<file path="config.mk">
export PLATFORM = sky130hd
export DESIGN_NAME = apb_mem_bridge
export DESIGN_NICKNAME = d
export VERILOG_FILES = /design/src/rtl/apb_mem_pkg.sv /design/src/rtl/apb_mem_wait_cnt.sv /design/src/rtl/apb_mem_bridge.sv
export SDC_FILE = /design/constraint.sdc
export NUM_CORES = 1
export LEC_CHECK = 0
export ABC_AREA = 1
export ABC_CLOCK_PERIOD_IN_PS = 5230
export BUFFER_PORTS_ARGS = -buffer_cell sky130_fd_sc_hd__clkbuf_2
export CORE_MARGIN = 5
export CORE_UTILIZATION = 44
export DETAILED_ROUTE_END_ITERATION = 10
export HOLD_SLACK_MARGIN = 0.05
export PLACE_DENSITY = 0.84
export SLEW_MARGIN = 20
export SYNTH_ARGS = -nofsm -noshare
export SYNTH_HDL_FRONTEND = slang
export SYNTH_HIERARCHICAL = 1
export SYNTH_SLANG_ARGS = --single-unit
</file>
<file path="constraint.sdc">
create_clock -name clk -period 5.23 [get_ports clk]
set_clock_uncertainty 0.15 [all_clocks]
set_input_delay 0 -clock clk [delete_from_list [all_inputs] [get_ports clk]]
set_output_delay 0 -clock clk [all_outputs]
set_load 0.03 [all_outputs]
</file>
<file path="src/rtl/apb_mem_pkg.sv">
// ---------------------------------------------------------------------------
// apb_mem_pkg
// Shared types and constants for the APB-to-memory-stage bridge.
//   state_t        bridge FSM states
//   ADDR_W/DATA_W  memory-stage word address and data widths
//   WRITE_EXTRA /
//   READ_EXTRA     cycles a transfer needs on top of the configured wait
//                  states (a read waits one cycle for registered mem_out)
//   extra_cycles() total extra access cycles for one transfer
// ---------------------------------------------------------------------------
package apb_mem_pkg;

    localparam int ADDR_W      = 7;
    localparam int DATA_W      = 32;
    localparam int CNT_W       = 3;   // holds up to 3 wait states + 1 read cycle
    localparam int WRITE_EXTRA = 0;
    localparam int READ_EXTRA  = 1;

    typedef enum logic [1:0] {
        ST_IDLE,
        ST_ACCESS,
        ST_WAIT,
        ST_RESP
    } state_t;

    function automatic logic [CNT_W-1:0] extra_cycles(input int wait_cycles,
                                                      input logic is_write);
        return CNT_W'(wait_cycles + (is_write ? WRITE_EXTRA : READ_EXTRA));
    endfunction

endpackage

</file>
<file path="src/rtl/apb_mem_wait_cnt.sv">
// ---------------------------------------------------------------------------
// apb_mem_wait_cnt
// Loadable down-counter. A load sets the count; afterwards it decrements by
// one per cycle and stops at zero. o_done is high while the count is zero.
//   clk         clock
//   res         synchronous active-high reset
//   i_load      load i_load_val this cycle
//   i_load_val  value to load
//   o_done      count has reached zero
// ---------------------------------------------------------------------------
module apb_mem_wait_cnt
    import apb_mem_pkg::*;
(
    input  logic             clk,
    input  logic             res,
    input  logic             i_load,
    input  logic [CNT_W-1:0] i_load_val,
    output logic             o_done
);

    logic [CNT_W-1:0] r_cnt;

    // NOTE: clocked state is only ever assigned with <=, so every flop in the
    // design samples the pre-edge value of its neighbours.
    always_ff @(posedge clk) begin
        if (res) begin
            r_cnt <= '0;
        end else if (i_load) begin
            r_cnt <= i_load_val;
        end else if (r_cnt != '0) begin
            r_cnt <= r_cnt - CNT_W'(1);
        end
    end

    assign o_done = (r_cnt == '0);

endmodule

</file>
<file path="src/rtl/apb_mem_bridge.sv">
// ---------------------------------------------------------------------------
// apb_mem_bridge
// APB slave that forwards single-word transfers to an external memory stage
// with one-cycle registered read data.
//
// Ports
//   clk, res            clock, synchronous active-high reset
//   psel, penable,
//   pwrite, paddr,
//   pwdata              APB request (word index = paddr[8:2])
//   prdata, pready,
//   pslverr             APB response
//   mem_address,
//   mem_data_in,
//   mem_write_enable,
//   mem_pwrite          memory-stage request
//   mem_out             memory-stage read data (one cycle after address)
//
// Parameters
//   DEPTH        number of 32-bit words behind the bridge
//   WAIT_CYCLES  extra wait states (0..3) added to every transfer
//
// Build option
//   APB_MEM_SLVERR_EN   misaligned or out-of-range addresses answer with
//                       pslverr and never write; undefined, the word index
//                       simply wraps modulo DEPTH.
//
// Timing: the setup cycle is latched in IDLE. A transfer needing no extra
// cycles goes straight to RESP (the pready cycle); otherwise ACCESS/WAIT hold
// the address on the memory port until the wait counter expires.
// ---------------------------------------------------------------------------
module apb_mem_bridge
    import apb_mem_pkg::*;
#(
    parameter int DEPTH       = 64,
    parameter int WAIT_CYCLES = 0
) (
    input  logic              clk,
    input  logic              res,
    input  logic              psel,
    input  logic              penable,
    input  logic              pwrite,
    input  logic [31:0]       paddr,
    input  logic [DATA_W-1:0] pwdata,
    output logic [DATA_W-1:0] prdata,
    output logic              pready,
    output logic              pslverr,
    output logic [ADDR_W-1:0] mem_address,
    output logic [DATA_W-1:0] mem_data_in,
    output logic              mem_write_enable,
    output logic              mem_pwrite,
    input  logic [DATA_W-1:0] mem_out
);

    state_t            r_state;
    state_t            w_state_next;
    logic [ADDR_W-1:0] r_addr;
    logic [DATA_W-1:0] r_wdata;
    logic              r_write;
    logic              r_err;

    logic              w_setup;
    logic              w_addr_err;
    logic              w_load;
    logic              w_cnt_done;
    logic [ADDR_W-1:0] w_index;
    logic [CNT_W-1:0]  w_extra;
    logic [CNT_W-1:0]  w_load_val;

    assign w_setup    = psel & ~penable;
    // Indices past DEPTH wrap back onto the array.
    assign w_index    = ADDR_W'(32'(paddr[8:2]) % DEPTH);
    assign w_extra    = extra_cycles(WAIT_CYCLES, pwrite);
    // ACCESS is itself the first extra cycle, so the counter runs one short.
    assign w_load_val = w_extra - CNT_W'(1);

`ifdef APB_MEM_SLVERR_EN
    assign w_addr_err = (paddr[1:0] != 2'b00) || (paddr >= 32'(DEPTH * 4));
`else
    logic w_unused_paddr;
    assign w_addr_err     = 1'b0;
    assign w_unused_paddr = &{1'b0, paddr[31:9], paddr[1:0]};
`endif

    apb_mem_wait_cnt u_wait_cnt (
        .clk        (clk),
        .res        (res),
        .i_load     (w_load),
        .i_load_val (w_load_val),
        .o_done     (w_cnt_done)
    );

    always_ff @(posedge clk) begin
        if (res) begin
            r_state <= ST_IDLE;
            r_addr  <= '0;
            r_wdata <= '0;
            r_write <= 1'b0;
            r_err   <= 1'b0;
        end else begin
            r_state <= w_state_next;
            if (r_state == ST_IDLE && w_setup) begin
                r_addr  <= w_index;
                r_wdata <= pwdata;
                r_write <= pwrite;
                r_err   <= w_addr_err;
            end
        end
    end

    // NOTE: every signal driven here gets a default before the case, so no
    // path through the block leaves a value held and no latch is inferred.
    always_comb begin
        w_state_next = r_state;
        w_load       = 1'b0;
        unique case (r_state)
            ST_IDLE: begin
                // penable without a preceding setup cycle falls through here.
                if (w_setup) begin
                    if (w_extra == '0) begin
                        w_state_next = ST_RESP;
                    end else begin
                        w_state_next = ST_ACCESS;
                        w_load       = 1'b1;
                    end
                end
            end
            ST_ACCESS, ST_WAIT: begin
                if (!psel) begin
                    w_state_next = ST_IDLE;
                end else if (w_cnt_done) begin
                    w_state_next = ST_RESP;
                end else begin
                    w_state_next = ST_WAIT;
                end
            end
            ST_RESP: begin
                w_state_next = ST_IDLE;
            end
            default: begin
                w_state_next = ST_IDLE;
            end
        endcase
    end

    // NOTE: the outputs are decoded from state and additionally forced to zero
    // while res is high, so the reset cycle itself can never emit a strobe or
    // a response, even if a transfer was about to complete.
    always_comb begin
        prdata           = '0;
        pready           = 1'b0;
        pslverr          = 1'b0;
        mem_address      = '0;
        mem_data_in      = '0;
        mem_write_enable = 1'b0;
        mem_pwrite       = 1'b0;
        if (!res) begin
            unique case (r_state)
                ST_ACCESS, ST_WAIT: begin
                    mem_address = r_addr;
                end
                ST_RESP: begin
                    mem_address = r_addr;
                    // A master that dropped psel gets no response and no commit.
                    if (psel) begin
                        pready  = 1'b1;
                        pslverr = r_err;
                        if (r_write && !r_err) begin
                            mem_pwrite       = 1'b1;
                            mem_write_enable = 1'b1;
                            mem_data_in      = r_wdata;
                        end else if (!r_write && !r_err) begin
                            prdata = mem_out;
                        end
                    end
                end
                default: begin
                end
            endcase
        end
    end

endmodule

</file>
==> Yosys cells after proc, flatten, opt, wreduce, memory -nomap -nowiden <==
Index checks and enable logic that the tools add are counted.
{ "classes": {"addsub": 2, "eq_ne": 4, "mux": 28, "bitwise": 2, "n_reduce_logical": 8} }
{ "ops": {"columns": ["cell", "count"], "rows": [
  ["$mux W32", 8],
  ["$mux W1", 12],
  ["$mux W6", 2],
  ["$logic_not A3 Y1", 2],
  ["$mux W2", 3],
  ["$mux W3", 2],
  ["$pmux W2 S3", 1],
  ["$eq A2 B2 Y1 const B", 2],
  ["$reduce_bool A3 Y1", 1],
  ["$reduce_or A3 Y1", 1],
  ["$sub A3 B1 Y3 const B", 1],
  ["$eq A2 B1 Y1 const B", 1],
  ["$logic_not A2 Y1", 1],
  ["$ne A2 B2 Y1 const B", 1],
  ["$reduce_bool A2 Y1", 1],
  ["$reduce_or A2 Y1", 1],
  ["$sub A1 B1 Y2 const B", 1],
  ["$and A1 B1 Y1", 1],
  ["$logic_and A1 B1 Y1", 1],
  ["$not A1 Y1", 1]
]} }
{ "totals": {"reg_bits": 44, "inputBits": 101, "output_inout_bits": 75, "elab_cells": 49} }

==> Longest topological paths before layout <==
{ "logic_depth": {"word_depth": 6, "depth_mapped": 10, "depth_no_buf": 9} }

==> Cells and area by module <==
The synthesis kept the hierarchy.
{ "modules_own_cells": {"columns": ["module", "n_inst", "cells_each", "area_per_inst_um2", "seq_area_each_um2"], "rows": [
  ["apb_mem_bridge", 1, 393, 2252.2, 820.8],
  ["apb_mem_wait_cnt", 1, 28, 198.9, 60.1]
]} }

==> Worst setup path after synthesis <==
OpenSTA, ideal clock, no wires.
{ "synth_path": {"path_type": "register to register", "start": "register r_state[0]", "end": "register u_wait_cnt.r_cnt[1]", "setup_ps": 114, "arrival_time_ps": 1484, "required_time_ps": 4966, "setup_slack_ps": 3482, "stages_incl_launch_ff": 11, "n_path_buf": 1, "synth_period_minus_slack_ps": 1748, "path_cell_list": "dfxtp_1 > inv_1 > ha_1 > nand3_2 > buf_2 > nor2_1 > inv_2 > nand3_2 > inv_1 > nor2_1 > nor2_1"} }
{ "synth_between": {"elab_chain_len": 3, "elab_cells_between_ends": 4, "cone_classes": "mux (2); reduce/logical (2)"} }
{ "synth_lines": {"columns": ["element", "line", "source"], "rows": [
  ["from (decl)", "apb_mem_bridge.sv:55", "state_t r_state;"],
  ["from (signal assigned)", "apb_mem_bridge.sv:101", "r_state <= w_state_next;"],
  ["$logic_not A2 Y1 *", "apb_mem_bridge.sv:116", "unique case (r_state)"],
  ["$mux W1 *", "apb_mem_bridge.sv:116", null],
  ["via w_load", "apb_mem_bridge.sv:64", "logic w_load;"],
  ["$mux W3 or $reduce_bool A2 Y1 (tied branches)", null, null],
  ["to (signal assigned)", "apb_mem_wait_cnt.sv:29", "r_cnt <= i_load_val;"],
  ["to (signal assigned)", "apb_mem_wait_cnt.sv:31", "r_cnt <= r_cnt - CNT_W'(1);"],
  ["to (decl)", "apb_mem_wait_cnt.sv:21", "logic [CNT_W-1:0] r_cnt;"]
]} }
Mark *: on every way through the listed nets, which the timed path passes. The rest lies on a longest branch.
A chain may end at the register's enable or synchronous reset.

==> Final worst setup path <==
{ "layout_path": {"start": "register r_state[1]", "end": "register u_wait_cnt.r_cnt[0]"} }
Same word-level chain as after synthesis.

==> results.ini <==
[clocking]
clk-insertion-delay-late_ps=280
ctsResizeCount=0
cts_max_path_buffers=2
path_clk_slew_ps=80
hold_buffers=45
htreeDepth=2
postCtsSetupBuffers=0
cts_sinks=44
cts_buffers=5
cts_tree=done
root_buffer=clkbuf_8

[worst_setup_path]
ff2ff_path_depth=9
cp_slowest_cell=dlygate4sd3_1
cp-endpoint=u_wait_cnt/r_cnt[0]$_SDFFE_PP0P_
critPathBufInv=3
cp-start-kind=flip-flop
cpPeakStageDelay_ps=540
crit_top_cell=nand3_2
worst_setup_path_end_kind=flip-flop
critPathLaunch=r_state[1]$_SDFFE_PP0P_
reg2reg_setup_slack_ps=2950
r2r_end=u_wait_cnt/r_cnt[0]$_SDFFE_PP0P_
arrival_ps=2360
crit_required_ps=5310
cp.depth=9
crit_chain=inv_1, ha_1, nand3_2, nor2_1, inv_2, nand3_2, nand2_1, a21oi_2, dlygate4sd3_1
critPathKind=flip-flop to flip-flop
r2r_start=r_state[1]$_SDFFE_PP0P_
crit_fanout=7
path_delay_family=buffers and inverters

[synth]
syn_inst=421
avgSynthCellArea_um2=5.82
synth_cell_type_count=23
ys_ff_latch=44
syn_area_um2=2450
synth.area.top_cells=dfxtp_1 (36%), nor2_1 (23%), nand2_1 (14%)
yosysTopAreaCellShare_pct=35.9
synth_top_area_cell=dfxtp_1
ys.warnings.count=6
yosysSeqAreaShare_pct=35.9

[place]
dp_slack_ps=3350
gp_congestion=0.842
dpl.hpwl_mm=5.15
io_buffers=147

[final_layout]
register_area_um2=881
multi_input_area_um2=1120
drive_gt1_share_pct=27.3
area_growth_pct=50.7
final_nets=706
post-route-util_pct=67.5
final_cell_mix=nor2_1 (151), clkbuf_2 (147), nand2_1 (91)
nFillCells=492
final_common_cell=nor2_1

[timing]
fmax_mhz=439
setup_viol=0
whs_ps=168
setup_ws_ps=2950
hold_viol_final=0
max_slew_margin_pct=52.2
drv_slew=0
setup_tns_ps=0
period_share_pct=43.6
period_needed_ps=2280
rsz0062_at_grt=false
tightest_slew_ps=717

[global_routing]
grt_max_degree=78
grt_pass1_vias=2828
antenna_found_initial=0
grt.overflow.total=0
grt_util_all_layers_pct=20.8
grt_pass1_wl_mm=12.4

[floorplan]
rows=27
core-area_um2=5470
ios=176
die-area_um2=7160
fp.dieW_um=84.6
start_util_pct=44.8
die_y_um=84.6

[routing]
first_pass_iters=5
dr_total_vias=2988
first_iter_violations=97
drcViolationCount=0
postRouteAntennaNets=0
via_per_inst=4.43
drt-wirelength-per-cell_um=11.4
wirelength_mm=7.70

[power_and_ir_drop]
p_seq_share_pct=39.8
cellPowerDensity_nw_per_um2=295
clkPwrFrac_pct=18.5
power_switching_uw=408
switching_share_pct=37.4
power_uw=1090
power_frac_comb_pct=41.7
leakagePower_uw=0.00226
internal_power_uw=683
ir_drop_uv=174

[hold_path]
min_path_type=primary input to output pin

[flow_run]
cap_violations=0

[run_status]
status=complete, no violations

## flip-flops by register name (all words and copies together) (netlist names)
| register | cells |
|---|---|
| u_wait_cnt/r_cnt | 3 |
| r_state | 2 |
| r_addr | 6 |
| r_write | 1 |
| r_wdata | 32 |
## kinds of logic (layout without fill, tap and decap cells)
logic type / after synthesis / after routing / share of synthesized area, %
buffers and inverters: 107 / 285 / 18.5
DFF: 44 / 44 / 35.9
and+or+nand+nor: 257 / 257 / 41.0
other: 1 / 4 / 0.153
xor gates and xnor gates: 1 / 1 / 0.357
adders and majority gates: 5 / 5 / 2.55
AOI/OAI and AO/OA: 6 / 6 / 1.48
## Yosys cell counts (all sizes together)
master,n
nor3,6
ha,5
buf,17
a21oi,3
nand2,93
nand3,4
o21ai,2
nand4,1
or2,1
dfxtp,44
inv,84
xnor2,1
conb,1
nor2,152
o21bai,1
clkbuf,6
## metrics by stage
step,instance area [um^2],instances
6_report,3690,674
5_1_grt,3690,672
4_1_cts,3690,672
3_5_place_dp,3160,620
3_3_place_gp,3160,620
2_1_floorplan,2450,422
## worst min path at each step
stage	from	to	slack (ps)	cells past startpoint
finish	mem_out[11]	prdata[11]	170	4
CTS	mem_out[11]	prdata[11]	170	4
floorplan	res	u_wait_cnt/r_cnt[0]$_SDFFE_PP0P_	-90	1
global placement	pwdata[31]	r_wdata[31]$_SDFFE_PP0P_	70	3
detailed placement	pwdata[18]	r_wdata[18]$_SDFFE_PP0P_	80	3
global route	mem_out[28]	prdata[28]	190	4
## power by group through the flow
stage | combinational (uW) | clock [uW] | sequential [uW]
2_1_floorplan | 322 | 0 | 436
5_1_grt | 525 | 224 | 442
3_3_place_gp | 392 | 0 | 439
6_report | 455 | 202 | 435
4_1_cts | 456 | 211 | 434
3_5_place_dp | 408 | 0 | 442
## tightest hold or removal path, delay by kind of cell
family / cells / cell delay [ps]
buf+inv: 3 / 290
simple gates: 1 / 30
## routing by layer
| layer | GRT usage (%) | share of wire, % | vias up |
|---|---|---|---|
| met2 | 40.9 | 53 | 121 |
| met5 | 0 | 0 | - |
| met1 | 20.2 | 36 | 1322 |
| met3 | 5.69 | 8.6 | 12 |
| li1 | - | - | 1533 |
| met4 | 8.06 | 2.5 | 0 |
## layout make-up
cell class | instances | area share [%]
Clock buffer | 5 | 1.86
Tap cell | 72 | 2.44
Multi-Input combinational cell | 271 | 30.3
Sequential cell | 44 | 23.8
Inverter | 84 | 8.54
Clock inverter | 2 | 0.339
Antenna cell | 2 | 0.136
Timing Repair Buffer | 194 | 32.5
No activity file was read; power rests on OpenSTA's default activity.
